--- src/rtl/ipif_rdfifo_responder.sv ---
// Read-FIFO responder for the IPIF push interface: buffers words pushed by user_logic
// and hands them to the bus side through a registered pop handshake.
module ipif_rdfifo_responder #(
  parameter int C_RDFIFO_DWIDTH = 64,
  parameter int C_DEPTH_LOG2    = 4,
  parameter int C_AF_THRESH     = 2
) (
  input  logic                       bus2ip_clk,
  input  logic                       bus2ip_resetn,
  input  logic                       ip2rfifo_wrreq,
  input  logic [C_RDFIFO_DWIDTH-1:0] ip2rfifo_data,
  output logic                       rfifo2ip_wrack,
  output logic                       rfifo2ip_full,
  output logic                       rfifo2ip_almostfull,
  input  logic                       rfifo_rdreq,
  output logic                       rfifo_rdack,
  output logic [C_RDFIFO_DWIDTH-1:0] rfifo_data,
  output logic                       rfifo_empty,
  output logic [C_DEPTH_LOG2:0]      rfifo_occupancy,
  input  logic                       rfifo_clr,
  output logic                       rfifo_underflow
);

  localparam int DEPTH = 1 << C_DEPTH_LOG2;
  localparam int OW    = C_DEPTH_LOG2 + 1;
  localparam int PW    = C_DEPTH_LOG2;

  localparam logic [OW-1:0] OCC_FULL = OW'(DEPTH);
  localparam logic [OW-1:0] OCC_AF   = OW'(DEPTH - C_AF_THRESH);
  localparam logic [OW-1:0] OCC_ONE  = OW'(1);
  localparam logic [PW-1:0] PTR_ONE  = PW'(1);

  logic [C_RDFIFO_DWIDTH-1:0] mem_q [DEPTH];

  logic [PW-1:0]              wptr_q, wptr_d;
  logic [PW-1:0]              rptr_q, rptr_d;
  logic [OW-1:0]              occ_q, occ_d;
  logic                       wrack_q, wrack_d;
  logic                       rdack_q, rdack_d;
  logic [C_RDFIFO_DWIDTH-1:0] data_q, data_d;
  logic                       full_q, full_d;
  logic                       af_q, af_d;
  logic                       empty_q, empty_d;
  logic                       underflow_q, underflow_d;

  logic push_fire;
  logic pop_fire;
  logic mem_we;

  // The ack cycle itself never fires, which is what gives the one-word-per-two-cycles rate.
  assign push_fire = ip2rfifo_wrreq & ~wrack_q & ~full_q;
  assign pop_fire  = rfifo_rdreq & ~rdack_q & ~empty_q;
  assign mem_we    = push_fire & ~rfifo_clr;

  always_comb begin
    wptr_d      = wptr_q;
    rptr_d      = rptr_q;
    occ_d       = occ_q;
    data_d      = data_q;
    underflow_d = underflow_q;
    wrack_d     = push_fire;
    rdack_d     = pop_fire;

    if (rfifo_clr) begin
      // A flush discards any transfer in flight but still acks it so the requester moves on.
      wptr_d      = '0;
      rptr_d      = '0;
      occ_d       = '0;
      underflow_d = 1'b0;
    end else begin
      if (push_fire) begin
        wptr_d = wptr_q + PTR_ONE;
      end
      if (pop_fire) begin
        rptr_d = rptr_q + PTR_ONE;
        data_d = mem_q[rptr_q];
      end
      if (rfifo_rdreq && !rdack_q && empty_q) begin
        underflow_d = 1'b1;
      end
      case ({push_fire, pop_fire})
        2'b10:   occ_d = occ_q + OCC_ONE;
        2'b01:   occ_d = occ_q - OCC_ONE;
        default: occ_d = occ_q;
      endcase
    end

    full_d  = (occ_d == OCC_FULL);
    af_d    = (occ_d >= OCC_AF);
    empty_d = (occ_d == '0);
  end

  always_ff @(posedge bus2ip_clk or negedge bus2ip_resetn) begin
    if (!bus2ip_resetn) begin
      wptr_q      <= '0;
      rptr_q      <= '0;
      occ_q       <= '0;
      wrack_q     <= 1'b0;
      rdack_q     <= 1'b0;
      data_q      <= '0;
      full_q      <= 1'b0;
      af_q        <= 1'b0;
      empty_q     <= 1'b1;
      underflow_q <= 1'b0;
    end else begin
      wptr_q      <= wptr_d;
      rptr_q      <= rptr_d;
      occ_q       <= occ_d;
      wrack_q     <= wrack_d;
      rdack_q     <= rdack_d;
      data_q      <= data_d;
      full_q      <= full_d;
      af_q        <= af_d;
      empty_q     <= empty_d;
      underflow_q <= underflow_d;
    end
  end

  // Storage has no reset so it can map onto a RAM.
  always_ff @(posedge bus2ip_clk) begin
    if (mem_we) begin
      mem_q[wptr_q] <= ip2rfifo_data;
    end
  end

  assign rfifo2ip_wrack      = wrack_q;
  assign rfifo2ip_full       = full_q;
  assign rfifo2ip_almostfull = af_q;
  assign rfifo_rdack         = rdack_q;
  assign rfifo_data          = data_q;
  assign rfifo_empty         = empty_q;
  assign rfifo_occupancy     = occ_q;
  assign rfifo_underflow     = underflow_q;

endmodule

--- config.mk ---
export PLATFORM = sky130hd
export DESIGN_NAME = ipif_rdfifo_responder
export DESIGN_NICKNAME = d
export VERILOG_FILES = /design/src/rtl/ipif_rdfifo_responder.sv
export SDC_FILE = /design/constraint.sdc
export NUM_CORES = 1
export LEC_CHECK = 0
export ABC_CLOCK_PERIOD_IN_PS = 5050
export CAP_MARGIN = 20
export CORE_MARGIN = 10
export CORE_UTILIZATION = 30
export DETAILED_ROUTE_END_ITERATION = 10
export REMOVE_ABC_BUFFERS = 1
export SYNTH_ARGS = -nofsm -noshare
export SYNTH_HDL_FRONTEND = slang
export SYNTH_SLANG_ARGS = --single-unit
export TNS_END_PERCENT = 10
--- constraint.sdc ---
create_clock -name bus2ip_clk -period 5.05 [get_ports bus2ip_clk]
set_input_delay 1.01 -clock bus2ip_clk [delete_from_list [all_inputs] [get_ports bus2ip_clk]]
set_output_delay 1.01 -clock bus2ip_clk [all_outputs]
set_load 0.05 [all_outputs]
==> run_summary.xml <==
<?xml version="1.0" encoding="UTF-8"?>
<metrics>
  <group name="synthesis">
    <metric name="syn-cell-area" unit="um2">42000</metric>
    <metric name="synthMuxAreaShare" unit="">0.189</metric>
    <metric name="synthCells" unit="">1697</metric>
    <metric name="register_bit_count_reported_by_yosys" unit="">1107</metric>
    <metric name="synth.yosys.warnings" unit="">0</metric>
    <metric name="synthDistinctLibCells" unit="">47</metric>
    <metric name="yosys-top-cells-area" unit="">sky130_fd_sc_hd__edfxtp_1 (73%), sky130_fd_sc_hd__mux4_2 (17%), sky130_fd_sc_hd__dfrtp_1 (4.9%)</metric>
    <metric name="synth_seq_area_share" unit="">0.781</metric>
    <metric name="post-synth-top-area-cell" unit="">sky130_fd_sc_hd__edfxtp_1</metric>
    <metric name="synth_compound_area_frac" unit="">0.00405</metric>
    <metric name="count_leader_synth" unit="">sky130_fd_sc_hd__edfxtp_1</metric>
    <metric name="count_of_flip_flops_with_a_built_in_enable_after_synthesis" unit="">1024</metric>
    <metric name="post_synth_and_or_nand_nor_area_fraction" unit="">0.00852</metric>
    <metric name="post_synth_fa_ha_maj_area_fraction" unit="">0.00208</metric>
    <metric name="largest_family_of_logic_cells_by_synthesized_area" unit="">multiplexers</metric>
    <metric name="synth-xor-area-share" unit="">0.00167</metric>
    <metric name="synth.top_cells.by_count" unit="">sky130_fd_sc_hd__edfxtp_1 (1024), sky130_fd_sc_hd__mux4_2 (320), sky130_fd_sc_hd__dfrtp_1 (82), sky130_fd_sc_hd__mux2_2 (64), sky130_fd_sc_hd__clkbuf_1 (47)</metric>
    <metric name="postSynth.asyncResetShare" unit="">0.0750</metric>
    <metric name="synth_top_area_frac" unit="">0.732</metric>
    <metric name="synthesis.area_per_instance" unit="um2">24.8</metric>
    <metric name="synth_top_flop_cell" unit="">sky130_fd_sc_hd__edfxtp_1</metric>
  </group>
  <group name="power_and_ir_drop">
    <metric name="power_frac_comb" unit="">0.172</metric>
    <metric name="power_frac_clock" unit="">0.353</metric>
    <metric name="vdd.ir_drop.worst" unit="uV">267</metric>
    <metric name="power.share.switching" unit="">0.261</metric>
    <metric name="power.share.sequential" unit="">0.475</metric>
    <metric name="power.internal" unit="uW">16600</metric>
    <metric name="power_leakage" unit="uW">0.0150</metric>
    <metric name="power.density_cell_area" unit="nW/um2">453</metric>
    <metric name="p_sw" unit="uW">5850</metric>
  </group>
  <group name="critical_path">
    <metric name="critical_path.endpoint_type" unit="">flop</metric>
    <metric name="worst_ep_required_time" unit="ps">5630</metric>
    <metric name="crit_path_start_kind" unit="">input port</metric>
    <metric name="worstPathArrival" unit="ps">4020</metric>
    <metric name="critPathMaxFanout" unit="">15</metric>
    <metric name="critPathKind" unit="">input port to flop</metric>
  </group>
  <group name="drt">
    <metric name="wl_per_cell" unit="um">23.8</metric>
    <metric name="totalWireLength" unit="mm">92.3</metric>
    <metric name="drt_pre_antenna_iters" unit="">5</metric>
    <metric name="drc_errors" unit="">0</metric>
    <metric name="detailedRoute.firstIterationViolations" unit="">1610</metric>
    <metric name="ant_nets" unit="">0</metric>
    <metric name="route.vias.total" unit="">18400</metric>
    <metric name="post_drt_via_cell_ratio" unit="">4.74</metric>
  </group>
  <group name="cts">
    <metric name="tritoncts" unit="">yes</metric>
    <metric name="clock_tree.buffer_depth" unit="">3</metric>
    <metric name="cts.htree.levels" unit="">3</metric>
    <metric name="clkSlewWorstSetupHoldPaths" unit="ps">60</metric>
    <metric name="clock-root-buffer" unit="">sky130_fd_sc_hd__clkbuf_16</metric>
    <metric name="clk-insertion-delay-late" unit="ps">710</metric>
    <metric name="cts-buffers-inserted" unit="">106</metric>
    <metric name="sink_count_of_the_clock_tree" unit="">1107</metric>
    <metric name="cts_hold_repair.buffers" unit="">0</metric>
    <metric name="cts.repair.resized" unit="">0</metric>
    <metric name="number_of_buffers_inserted_by_post_cts_setup_repair" unit="">0</metric>
  </group>
  <group name="floorplanning">
    <metric name="die_extent_in_x" unit="um">394</metric>
    <metric name="floorplan.rows" unit="">137</metric>
    <metric name="pin_count" unit="">144</metric>
    <metric name="floorplan.initialDensity" unit="">0.302</metric>
    <metric name="die_area" unit="um2">155000</metric>
    <metric name="floorplan.die.height" unit="um">394</metric>
    <metric name="placeableCoreArea" unit="um2">139000</metric>
  </group>
  <group name="timing">
    <metric name="worstMarginPinSlew" unit="ps">1020</metric>
    <metric name="grt_setup_unrepaired" unit="">false</metric>
    <metric name="timing.final.crit_share" unit="">0.681</metric>
    <metric name="max_clock_freq" unit="MHz">291</metric>
    <metric name="finalHoldViolCount" unit="">0</metric>
    <metric name="period_needed" unit="ps">3440</metric>
    <metric name="setup-tns-final" unit="ps">0</metric>
    <metric name="worst_slew_margin_rel" unit="">0.318</metric>
    <metric name="report.final.setup_viol" unit="">0</metric>
    <metric name="final_layout_worst_hold_slack" unit="ps">288</metric>
    <metric name="timing_max_transition_violations_final" unit="">0</metric>
    <metric name="skew" unit="ps">33.9</metric>
  </group>
  <group name="place">
    <metric name="globalplace.congestion" unit="">0.721</metric>
    <metric name="place_hpwl" unit="mm">55.6</metric>
    <metric name="numPortBuffers" unit="">143</metric>
  </group>
  <group name="layout">
    <metric name="num-nets-final" unit="">1985</metric>
    <metric name="area_growth" unit="%">17.7</metric>
    <metric name="final_core_util" unit="">0.355</metric>
    <metric name="final_layout_size_suffix_gt1_frac" unit="">0.309</metric>
  </group>
  <group name="worst_hold_path">
    <metric name="holdCritPathClass" unit="">input port to async pin</metric>
  </group>
  <group name="grt">
    <metric name="number_of_antenna_violations_at_the_first_check_in_global_routing" unit="">19</metric>
    <metric name="grt_max_degree" unit="">69</metric>
    <metric name="grt_util_all_layers" unit="">0.117</metric>
    <metric name="grt_first_pass_wirelength" unit="mm">137</metric>
    <metric name="vias_in_the_first_global_route" unit="">19600</metric>
    <metric name="grt_remaining_overflow" unit="">0</metric>
  </group>
  <group name="job">
    <metric name="drv.max_cap_violation_count" unit="">0</metric>
  </group>
  <group name="outcome">
    <metric name="outcome" unit="">complete, no violations</metric>
  </group>
</metrics>
==> power groups by stage <==
stage	Clock (uW)	Combinational (uW)	Sequential (uW)
2_1_floorplan	0	1900	12000
3_3_place_gp	0	3910	10800
3_5_place_dp	0	3950	10900
4_1_cts	8140	3960	10700
5_1_grt	8530	4100	10700
6_report	7920	3860	10600
==> final timing paths <==
kind	startpoint	end	cells past startpoint	slack, ps
max in group asynchronous	bus2ip_resetn	rptr_q[2]$_DFFE_PN0P_	2	3670
worst min-delay path	bus2ip_resetn	rfifo_data[38]$_DFFE_PN0P_	1	290
min in group bus2ip_clk	rfifo_data[27]$_DFFE_PN0P_	rfifo_data[27]$_DFFE_PN0P_	1	510
worst min register to register	rfifo_data[27]$_DFFE_PN0P_	rfifo_data[27]$_DFFE_PN0P_	1	510
worst max register to register	rfifo_empty$_DFF_PN1_	rfifo2ip_almostfull$_DFF_PN0_	8	1880
worst max-delay path	rfifo_rdreq	rfifo2ip_almostfull$_DFF_PN0_	11	1610
==> metrics by stage <==
| stage | total power (uW) | instances | cell area, um2 | setup WS [ps] |
|---|---|---|---|---|
| final | 22400 | 3875 | 49500 | 1610 |
| after global routing | 23300 | 3874 | 49400 | 1520 |
| after CTS | 22800 | 3874 | 49400 | 1700 |
| after detailed placement | 14800 | 3677 | 45900 | 983 |
| after global placement | 14800 | 3677 | 45900 | 1070 |
| after floorplan | 13900 | 1608 | 41500 | -6210 |
==> area by class of cell <==
class	instances	area, um2
Antenna cell	1	2.50
Clock buffer	135	2810
Clock inverter	62	716
Fill cell	12500	89900
Inverter	9	35.0
Multi-Input combinational cell	492	8740
Sequential cell	1107	32800
Tap cell	1876	2350
Timing Repair Buffer	193	1960
==> sequential cells by signal (all words and copies together) (netlist names) <==
register and cells:
rptr_q 4, mem_q 1024, rfifo_occupancy 5, rfifo_rdack 1, rfifo2ip_almostfull 1, rfifo_data 64, rfifo_empty 1, rfifo_underflow 1
rfifo2ip_full 1, rfifo2ip_wrack 1, wptr_q 4
==> cells by family (layout without fill, tap and decap cells) <==
family / count (synthesis) / count (layout)
AO/OA/AOI/OAI: 23 / 23
XOR/XNOR: 8 / 8
adder cells (fa/ha/maj): 7 / 7
buffers and inverters: 98 / 399
flip-flops: 1107 / 1107
multiplexers: 385 / 385
other: 0 / 1
AND/OR/NAND/NOR: 69 / 69
==> layout by cell type (no fill, tap or decap), drive strengths merged, types with 2 or more instances in the layout <==
cell and instances:
a21oi 4, o211ai 2, mux4 320, nor3b 3
ha 7, a31oi 5, nand4b 2, clkdlybuf4s50 142
mux2 64, nand4 8, nand2 11, dfrtp 82
clkbuf 135, xnor2 3, bufinv 11, buf 51
inv 12, nor2 29, xor2 5, clkinv 46
or3b 2, and3 5, clkinvlp 2, edfxtp 1024
a211o 2
==> layer usage <==
metal,part of all wire,wire [um],vias to the layer above,global-route usage
met4,0.018,1680,22,0.0275
li1,-,-,7706,-
met5,0.0015,138,-,0
met1,0.43,39600,9965,0.157
met3,0.062,5770,144,0.0287
met2,0.49,45100,532,0.191
==> critical path: stages <==
cell and delay [ps]:
sky130_fd_sc_hd__clkdlybuf4s50_1 490, sky130_fd_sc_hd__or3b_1 540, sky130_fd_sc_hd__clkinv_2 230, sky130_fd_sc_hd__nand2_1 100, sky130_fd_sc_hd__xnor2_1 240, sky130_fd_sc_hd__ha_1 220, sky130_fd_sc_hd__a21o_1 120, sky130_fd_sc_hd__a21oi_1 60
sky130_fd_sc_hd__or4_1 500, sky130_fd_sc_hd__and2_1 200, sky130_fd_sc_hd__o32ai_1 300
Power figures use the tool's default switching activity.
